$ cat src/rtl/bram_sp_arbiter.sv
// Two-requester arbiter in front of a single-port synchronous BRAM.
// Combinational grant with a burst limit; read responses come back one cycle later.
module bram_sp_arbiter #(
    parameter int DATA_WIDTH = 32,
    parameter int ADDR_WIDTH = 4,
    parameter int MAX_BURST  = 4
) (
    input  logic                  clk,
    input  logic                  rst_n,
    input  logic                  a_req,
    input  logic                  a_wr,
    input  logic [ADDR_WIDTH-1:0] a_addr,
    input  logic [DATA_WIDTH-1:0] a_din,
    output logic                  a_gnt,
    output logic                  a_rd_valid,
    output logic [DATA_WIDTH-1:0] a_rd_data,
    input  logic                  b_req,
    input  logic                  b_wr,
    input  logic [ADDR_WIDTH-1:0] b_addr,
    input  logic [DATA_WIDTH-1:0] b_din,
    output logic                  b_gnt,
    output logic                  b_rd_valid,
    output logic [DATA_WIDTH-1:0] b_rd_data,
    output logic                  bram_wr,
    output logic [ADDR_WIDTH-1:0] bram_addr,
    output logic [DATA_WIDTH-1:0] bram_din,
    input  logic [DATA_WIDTH-1:0] bram_dout
);
    localparam int CW = $clog2(MAX_BURST + 1);
    localparam logic [CW-1:0] MAXC = CW'(MAX_BURST);

    typedef enum logic [1:0] {IDLE, OWN_A, OWN_B} state_t;

    typedef struct packed {
        logic                  wr;
        logic [ADDR_WIDTH-1:0] addr;
        logic [DATA_WIDTH-1:0] din;
    } acc_t;

    state_t        state, state_nxt;
    logic [CW-1:0] cnt, cnt_nxt;
    logic          lst, lst_nxt;   // last served: 0 = A, 1 = B
    acc_t          acc;
    logic [1:0]    rv_q;           // {B, A} read issued last cycle

    always_comb begin
        a_gnt     = 1'b0;
        b_gnt     = 1'b0;
        state_nxt = IDLE;
        cnt_nxt   = '0;
        lst_nxt   = lst;
        acc       = '0;
        if (rst_n) begin
            case (state)
                OWN_A: begin
                    if (a_req && (cnt < MAXC || !b_req)) a_gnt = 1'b1;
                    else if (b_req)                      b_gnt = 1'b1;
                end
                OWN_B: begin
                    if (b_req && (cnt < MAXC || !a_req)) b_gnt = 1'b1;
                    else if (a_req)                      a_gnt = 1'b1;
                end
                default: begin
                    if (a_req && (!b_req || lst)) a_gnt = 1'b1;
                    else if (b_req)               b_gnt = 1'b1;
                end
            endcase
        end
        // Owner re-grant at the limit with no contender restarts the burst at 1.
        if (a_gnt) begin
            state_nxt = OWN_A;
            cnt_nxt   = (state == OWN_A && cnt < MAXC) ? cnt + 1'b1 : CW'(1);
            lst_nxt   = 1'b0;
            acc       = '{wr: a_wr, addr: a_addr, din: a_din};
        end else if (b_gnt) begin
            state_nxt = OWN_B;
            cnt_nxt   = (state == OWN_B && cnt < MAXC) ? cnt + 1'b1 : CW'(1);
            lst_nxt   = 1'b1;
            acc       = '{wr: b_wr, addr: b_addr, din: b_din};
        end
    end

    always_ff @(posedge clk) begin
        if (!rst_n) begin
            state <= IDLE;
            cnt   <= '0;
            lst   <= 1'b1;
            rv_q  <= '0;
        end else begin
            state <= state_nxt;
            cnt   <= cnt_nxt;
            lst   <= lst_nxt;
            rv_q  <= {b_gnt & ~b_wr, a_gnt & ~a_wr};
        end
    end

    assign bram_wr   = acc.wr;
    assign bram_addr = acc.addr;
    assign bram_din  = acc.din;

    // Gating with rst_n drops a response whose cycle coincides with reset.
    assign a_rd_valid = rv_q[0] & rst_n;
    assign b_rd_valid = rv_q[1] & rst_n;
    assign a_rd_data  = bram_dout;
    assign b_rd_data  = bram_dout;
endmodule

$ cat config.mk
export PLATFORM = sky130hd
export DESIGN_NAME = bram_sp_arbiter
export DESIGN_NICKNAME = d
export VERILOG_FILES = /design/src/rtl/bram_sp_arbiter.sv
export SDC_FILE = /design/constraint.sdc
export NUM_CORES = 1
export LEC_CHECK = 0
export ABC_CLOCK_PERIOD_IN_PS = 2100
export BUFFER_PORTS_ARGS = -buffer_cell sky130_fd_sc_hd__clkbuf_2
export CORE_AREA = 2 2 84 86
export CTS_CLUSTER_SIZE = 30
export DETAILED_ROUTE_END_ITERATION = 12
export DIE_AREA = 0 0 86 88
export PLACE_DENSITY = 0.65
export SLEW_MARGIN = 20
export SYNTH_ARGS = -nofsm -noshare
export SYNTH_HDL_FRONTEND = slang
export SYNTH_SLANG_ARGS = --single-unit
$ cat constraint.sdc
create_clock -name clk -period 2.1 [get_ports clk]
set_input_delay 0.315 -clock clk [delete_from_list [all_inputs] [get_ports clk]]
set_output_delay 0.315 -clock clk [all_outputs]
set_load 0.01 [all_outputs]
==> key figures, run 1 <==
Run status
  • Status: finished, violations left
  • Failing checks: setup timing

Worst setup path
  • Worst setup EP type: output port
  • Worst R2R Path Depth: 9
  • CP Class: flop to output port
  • Worst R2R Setup Slack: between 150 and 200 ps
  • R2R Path Start: state[0]
  • CP required: 1780 ps
  • Crit start category: flop
  • Crit path DAT: 2010 ps
  • Critical-path maximum fanout: 7
  • Critical R2R Capture: cnt[0]

CTS
  • # hold bufs at CTS: 0
  • CTS Buf Count: 3
  • H-tree levels: 1
  • Clock Tree Buf Depth: 2
  • Root Driver: clkbuf_8
  • TritonCTS sink count: 8
  • CTS tree: done
  • Clk slew on worst S/H paths: approximately 40 ps
  • Clk Latency, worst-skew pair: ~220 ps

Cells and area
  • Layout cell share with drive strength beyond 1: between 60% and 70%
  • Commonest cells after routing, fill and taps aside: clkbuf_2, a32o_1, buf_4, buf_2, buf_6
  • Most common cell after layout, fill and taps aside: clkbuf_2
  • Final Net Count: around 360
  • Inserted Diodes: 0
  • Layout Area Growth over Synthesis: 35.4%

Synth
  • Mapped Area: between 0.001 and 0.0015 sq mm
  • Adder-Cell Fraction of Synth Area: 2.58%
  • Largest family of logic cells by synthesized area: buffers and inverters
  • Compound-Gate Fraction of Synth Area: a little over a third
  • Largest cells by area after synthesis: buf_4, a32o_1, dfxtp_1
  • Area leader, netlist: buf_4
  • Count of cell types in the netlist: 32
  • Mux contribution to synthesized area: less than 1%
  • Register bit count reported by yosys: 8
  • Share of the yosys chip area belonging to registers: 11.0%
  • Synth warn: 0
  • Post-synthesis cell count: about 180
  • Yosys top cell area share: between 30% and 40%
  • Post-Synth Simple-Gate Area: under 10%
  • Syn_area_per_cell: slightly above 8 sq um
  • Post-synthesis xor/xnor area fraction: 0%
  • Post-Syn Nets: slightly below 300

Route
  • Final wirelength: 5.33 mm
  • Via count: approximately 1600
  • Post-route DRC: 0
  • Routed len/inst: 16.7 um
  • Drt first-iter violations: a little over 40
  • DRT antenna net count: 0
  • Via-per-instance ratio: a little under 5
  • Drt first pass iters: 4

Placed design
  • HPWL Detailed: around 4.1 mm
  • Port Buf Inserts: 118
  • Gpl congestion: roughly 0.83

STA
  • Final setup fails: 37
  • Final Max Slew Viols: 0
  • Max Clk Rate: roughly 430 MHz
  • Tmin final: around 2300 ps
  • RSZ-0062 raised after global routing: true
  • Worst Tran Pin Value: approximately 390 ps
  • WHS: about 270 ps
  • Skew final: about 1.8 ps
  • Slew headroom: between 70% and 80%
  • Final worst slack: -220 ps
  • Final Hold Fails: 0
  • Tcrit/Tclk final: 110%
  • Setup tns final: -7040 ps

GRT
  • Total GRT Usage: 12.2%
  • Initial antenna violation count: 0
  • Global-route wire length before repair: ~7.1 mm
  • Gr ovfl total: 0
  • Vias in the first global route: around 1400
  • Largest net degree at the start of global routing: 40

Hold path
  • Hold crit path type: primary input to flop
  • Hold path depth: 2
  • Hold_sp: a_wr
  • Worst Hold Path EP: rv_q[0]

Floorplanning
  • CORE AREA: roughly 0.0066 sq mm
  • Chip height: just under 90 um
  • # IOs: roughly 220
  • Chip width: 86 um
  • Die Area: 0.00757 sq mm
  • Row count: 30
  • Initial core utilization: 21.9%

Flow run
  • Max-cap violations: 0

Power
  • Pwr Density: around 500 mW/mm^2
  • Maximum vdd ir drop: between 0.0002 and 0.00025 V
  • P_leak: 1.02 nW
==> how the worst max path moves through the flow <==
stage | cells after the start | end | startpoint
2_1_floorplan | 8 | bram_din[17] | state[0]
3_3_place_gp | 8 | bram_din[10] | state[0]
3_5_place_dp | 8 | bram_din[10] | state[0]
4_1_cts | 9 | bram_din[10] | state[0]
5_1_grt | 9 | bram_din[10] | state[0]
6_report | 9 | bram_din[10] | state[0]
==> cell usage after synthesis <==
library cell and instances:
a211oi_1 2, a211oi_2 1, a21boi_0 1, a21o_1 2, a21oi_1 3, a221o_1 1, a32o_1 36, and2_1 6
buf_2 5, buf_4 66, buf_6 3, clkbuf_1 6, dfxtp_1 8, ha_1 3, inv_1 7, mux2i_1 1
nand2_1 3, nand2b_1 1, nand3_1 2, nand4b_1 1, nor2_1 2, nor2b_1 2, nor3_1 1, nor3_4 1
o2111a_1 1, o211a_1 1, o21a_1 2, o21ai_0 4, o311a_1 1, o31ai_1 1, o31ai_2 1, o41ai_1 1
==> worst max-delay path, stage by stage (launching register included) <==
cell and delay (ps):
dfxtp_2 330, inv_2 40, ha_4 300, nor2b_4 60, a211oi_4 290, o31ai_4 80, buf_6 140, buf_6 130
a32o_2 290, buf_6 130
==> area by class of cell <==
cell class | count | area [sq um]
Sequential cell | 8 | 163
Clock buffer | 3 | 41.3
Inverter | 7 | 26.3
Fill cell | 695 | 4670
Tap cell | 80 | 100
Timing Repair Buffer | 141 | 860
Multi-Input combinational cell | 81 | 782
==> logic make-up (layout without fill, tap and decap cells) <==
kind of cell	Yosys count	after routing
buf+inv	87	151
compound gates	58	58
simple gates	19	19
flops	8	8
fa+ha+maj	3	3
mux	1	1
==> registers in the layout (all words and copies together), names as in the netlist <==
name,cells
lst,1
rv_q,2
cnt,3
state,2
==> stage by stage <==
stage | util (%) | std cells | power (W) | worst slack [ps] | area [sq um]
floorplan | - | 176 | 0.000595 | 30.0 | 1480
global placement | 26.3 | 310 | 0.000703 | -218 | 1750
detailed placement | 26.3 | 310 | 0.000707 | -229 | 1750
CTS | 28.9 | 319 | 0.000960 | -245 | 1920
global route | 29.7 | 320 | 0.00105 | -287 | 1970
finish | 29.7 | 320 | 0.000981 | -220 | 1970
==> metal layers <==
layer | wire, um | part of all wire (%) | up-vias | track usage [%]
met5 | 0 | 0 | - | 0
met4 | 55 | 1.0 | 0 | 3.75
met3 | 525 | 9.8 | 9 | 2.36
met2 | 2850 | 53 | 119 | 23.7
met1 | 1900 | 36 | 716 | 13.3
li1 | - | - | 725 | -
==> power by group <==
group / leakage [nW] / total [W] / switching [W] / internal (W)
registers: 0.0664 / 0.000180 / 0.0000110 / 0.000169
clock network: 0.0216 / 0.000178 / 0.0000545 / 0.000124
logic: 0.931 / 0.000624 / 0.000295 / 0.000329
total: 1.02 / 0.000981 / 0.000360 / 0.000621
==> repair_timing <==
action	CTS	global route
setup buffers	4	0
pin swaps	18	5
endpoints found under the setup margin	39	39
resized for setup	19	23
gates cloned	2	1
No activity file was read; power rests on OpenSTA's default activity.
==> run 2, diff against run 1 <==
--- a/config.mk
+++ b/config.mk
@@ -7,11 +7,12 @@
 export LEC_CHECK = 0
 export ABC_CLOCK_PERIOD_IN_PS = 2100
 export BUFFER_PORTS_ARGS = -buffer_cell sky130_fd_sc_hd__clkbuf_2
-export CORE_AREA = 2 2 84 86
+export CORE_AREA = 2 2 82 84
+export CTS_BUF_LIST = sky130_fd_sc_hd__clkbuf_8
 export CTS_CLUSTER_SIZE = 30
 export DETAILED_ROUTE_END_ITERATION = 12
-export DIE_AREA = 0 0 86 88
-export PLACE_DENSITY = 0.65
+export DIE_AREA = 0 0 84 86
+export PLACE_DENSITY = 0.68
 export SLEW_MARGIN = 20
 export SYNTH_ARGS = -nofsm -noshare
 export SYNTH_HDL_FRONTEND = slang
==> key figures, run 2 (synthesis results as in run 1) <==
STA
  • Final worst slack: -239 ps (-18.6 ps)
  • Tmin final: 2340 ps (+18.6 ps)
  • Tcrit/Tclk final: 111% (+0.88 points)
  • Final setup fails: 38 (+2.7%)
  • Setup tns final: -7940 ps (-906 ps)
  • Final Max Slew Viols: 0 (unchanged)
  • Slew headroom: 79.9% (+5.8 points)
  • Final Hold Fails: 0 (unchanged)
  • RSZ-0062 raised after global routing: true
  • WHS: 265 ps (-5.46 ps)
  • Worst Tran Pin Value: 299 ps (-89.9 ps)
  • Skew final: 1.60 ps (-0.195 ps)
  • Max Clk Rate: 428 MHz (-0.79%)

Route
  • Routed len/inst: 16.5 um (-1.0%)
  • DRT met1 WL: 1.94 mm (+1.7%)
  • Post-route DRC: 0 (unchanged)
  • Drt first-iter violations: 69 (+68%)
  • Drt first pass iters: 4 (unchanged)
  • Final wirelength: 5.34 mm (+0.23%)
  • DRT antenna net count: 0 (unchanged)
  • DR WL met3: 470 um (-10%)
  • Metal2 WL: 2.80 mm (-1.8%)
  • Via count: 1595 (+1.7%)
  • Highest metal used: met4
  • Via-per-instance ratio: 4.92 (+0.40%)

Worst setup path
  • Worst setup EP type: output port
  • Worst-path cell chain: buf_4 > ha_4 > mux2i_4 > a211oi_4 > o31ai_4 > buf_6 > buf_6 > a32o_1 > buf_2
  • Worst R2R Setup Slack: 30 ps (-130 ps)
  • Crit path DAT: 2020 ps (about the same)
  • Largest delay contributor family on the critical path: compound AO/OA/AOI/OAI gates
  • Critical-path maximum fanout: 7 (unchanged)
  • Crit path buf inv count: 4 (unchanged)
  • CP Class: flop to output port
  • CP required: 1780 ps (about the same)
  • Crit-path slowest cell: a211oi_4
  • Critical Path Most Common Cell: buf_6
  • Max incr delay on CP: 350 ps (+20 ps)
  • Crit start category: flop

Cells and area
  • Post-route non-filler standard cell count: 324 (+1.3%)
  • Layout cell share with drive strength beyond 1: 68.4% (+1.8 points)
  • Final Net Count: 362 (+2.0%)
  • Biggest regs: cnt: 3 flops, rv_q: 2 flops, state: 2 flops
  • Number of flip-flops in the largest register: 3 (unchanged)
  • Reg with most FFs: cnt
  • Commonest cells after routing, fill and taps aside: clkbuf_2, a32o_1, buf_2, buf_4, buf_6
  • Inserted Diodes: 0 (unchanged)
  • Layout Area Growth over Synthesis: 40.2%
  • Most common cell after layout, fill and taps aside: clkbuf_2

Power
  • Combinational share of power: 63.9% (+0.3 points)
  • P_leak: 1.07 nW (+5.5%)
  • Sw Pwr: 0.000372 W (+3.2%)
  • Power Total: 0.00102 W (+3.6%)
  • Maximum vdd ir drop: 0.000183 V (-20%)
  • Switching share of power: 36.6% (-0.15 points)
  • Power share of the clock group: 18.5% (+0.3 points)
  • Reg power frac: 17.6% (-0.7 points)
  • Int Power: 0.000645 W (+3.9%)
  • Pwr Density: 498 mW/mm^2 (about the same)

Flow run
  • Max-cap violations: 0 (unchanged)

CTS
  • Clk Latency, worst-skew pair: 230 ps (about the same)
  • CTS tree: done
  • Clock Tree Buf Depth: 2 (unchanged)
  • H-tree levels: 1 (unchanged)
  • TritonCTS sink count: 8 (unchanged)
  • Clk slew on worst S/H paths: 40 ps (about the same)
  • Root Driver: clkbuf_8
  • CTS Buf Count: 3 (unchanged)
  • # hold bufs at CTS: 0 (unchanged)

GRT
  • Largest net degree at the start of global routing: 28 (-30%)
  • Initial antenna violation count: 0 (unchanged)
  • Gr ovfl total: 0 (unchanged)
  • Total GRT Usage: 12.5% (+0.30 points)
  • Vias in the first global route: 1605 (+13%)
  • Global-route wire length before repair: 7.39 mm (+3.4%)

Placed design
  • Port Buf Inserts: 118 (unchanged)
  • HPWL Detailed: 4.02 mm (-3.0%)
  • Placed Instances: 309 (-0.32%)
  • Gpl congestion: 0.793 (-5.0%)

Floorplanning
  • # IOs: 215 (unchanged)
  • Row count: 29 (-3.3%)
  • Initial core utilization: 23.2% (+1.3 points)
  • CORE AREA: 0.00628 sq mm (-5.5%)
  • Chip width: 84 um (-2.3%)
  • Die Area: 0.00722 sq mm (-4.5%)
  • Chip height: 86 um (-2.3%)

Run status
  • Failing checks: setup timing
  • Status: finished, violations left

Hold path
  • Hold crit path type: primary input to flop
## run 2: cell count changes in the layout (fill, tap and decap cells not counted)
cell	delta
a32o_1	-2
a32o_2	+2
buf_16	-1
buf_2	+8
buf_4	+3
buf_6	+5
clkbuf_16	+1
clkbuf_2	-9
## run 2: stage by stage
step	worst slack, ps	area (sq um)	util, %
final	-239	2040	32.5
after global routing	-354	2040	32.5
after CTS	-280	1930	30.7
after detailed placement	-131	1750	27.8
after global placement	-78.4	1750	27.8
after floorplan	30.0	1480	-
## run 2: layout make-up
type,instances,area (sq um)
timing repair buffer,148,931
tap,77,96.3
clock buffer,3,41.3
sequential,8,163
inverter,7,26.3
fill,664,4240
multi-input combinational,81,785
## run 2: power by group through the flow
stage / combinational (W) / clock (W) / sequential [W]
after floorplan: 0.000418 / 0 / 0.000176
after global placement: 0.000512 / 0 / 0.000179
after detailed placement: 0.000521 / 0 / 0.000179
after CTS: 0.000595 / 0.000196 / 0.000180
after global routing: 0.000704 / 0.000206 / 0.000181
final: 0.000650 / 0.000188 / 0.000179
## run 2: metal layers
metal	up-vias	track usage, %
li1	743	-
met1	720	13.2
met2	111	23.8
met3	21	2.69
met4	0	5.87
met5	-	0
## run 2: what timing repair did
action | in CTS | in global routing
gates cloned | 0 | 3
gates resized for setup | 21 | 38
endpoints found under the hold margin | 0 | 0
setup endpoints to repair | 39 | 40
buffers inserted | 7 | 3
pin swaps | 16 | 10
## run 2: worst paths after layout
check / start / endpoint / depth (start not counted)
setup reg to reg: state[0] / cnt[0] / 10
hold / removal: a_wr / rv_q[0] / 2
hold reg to reg: cnt[1] / cnt[1] / 2
setup / recovery: state[0] / bram_addr[2] / 9
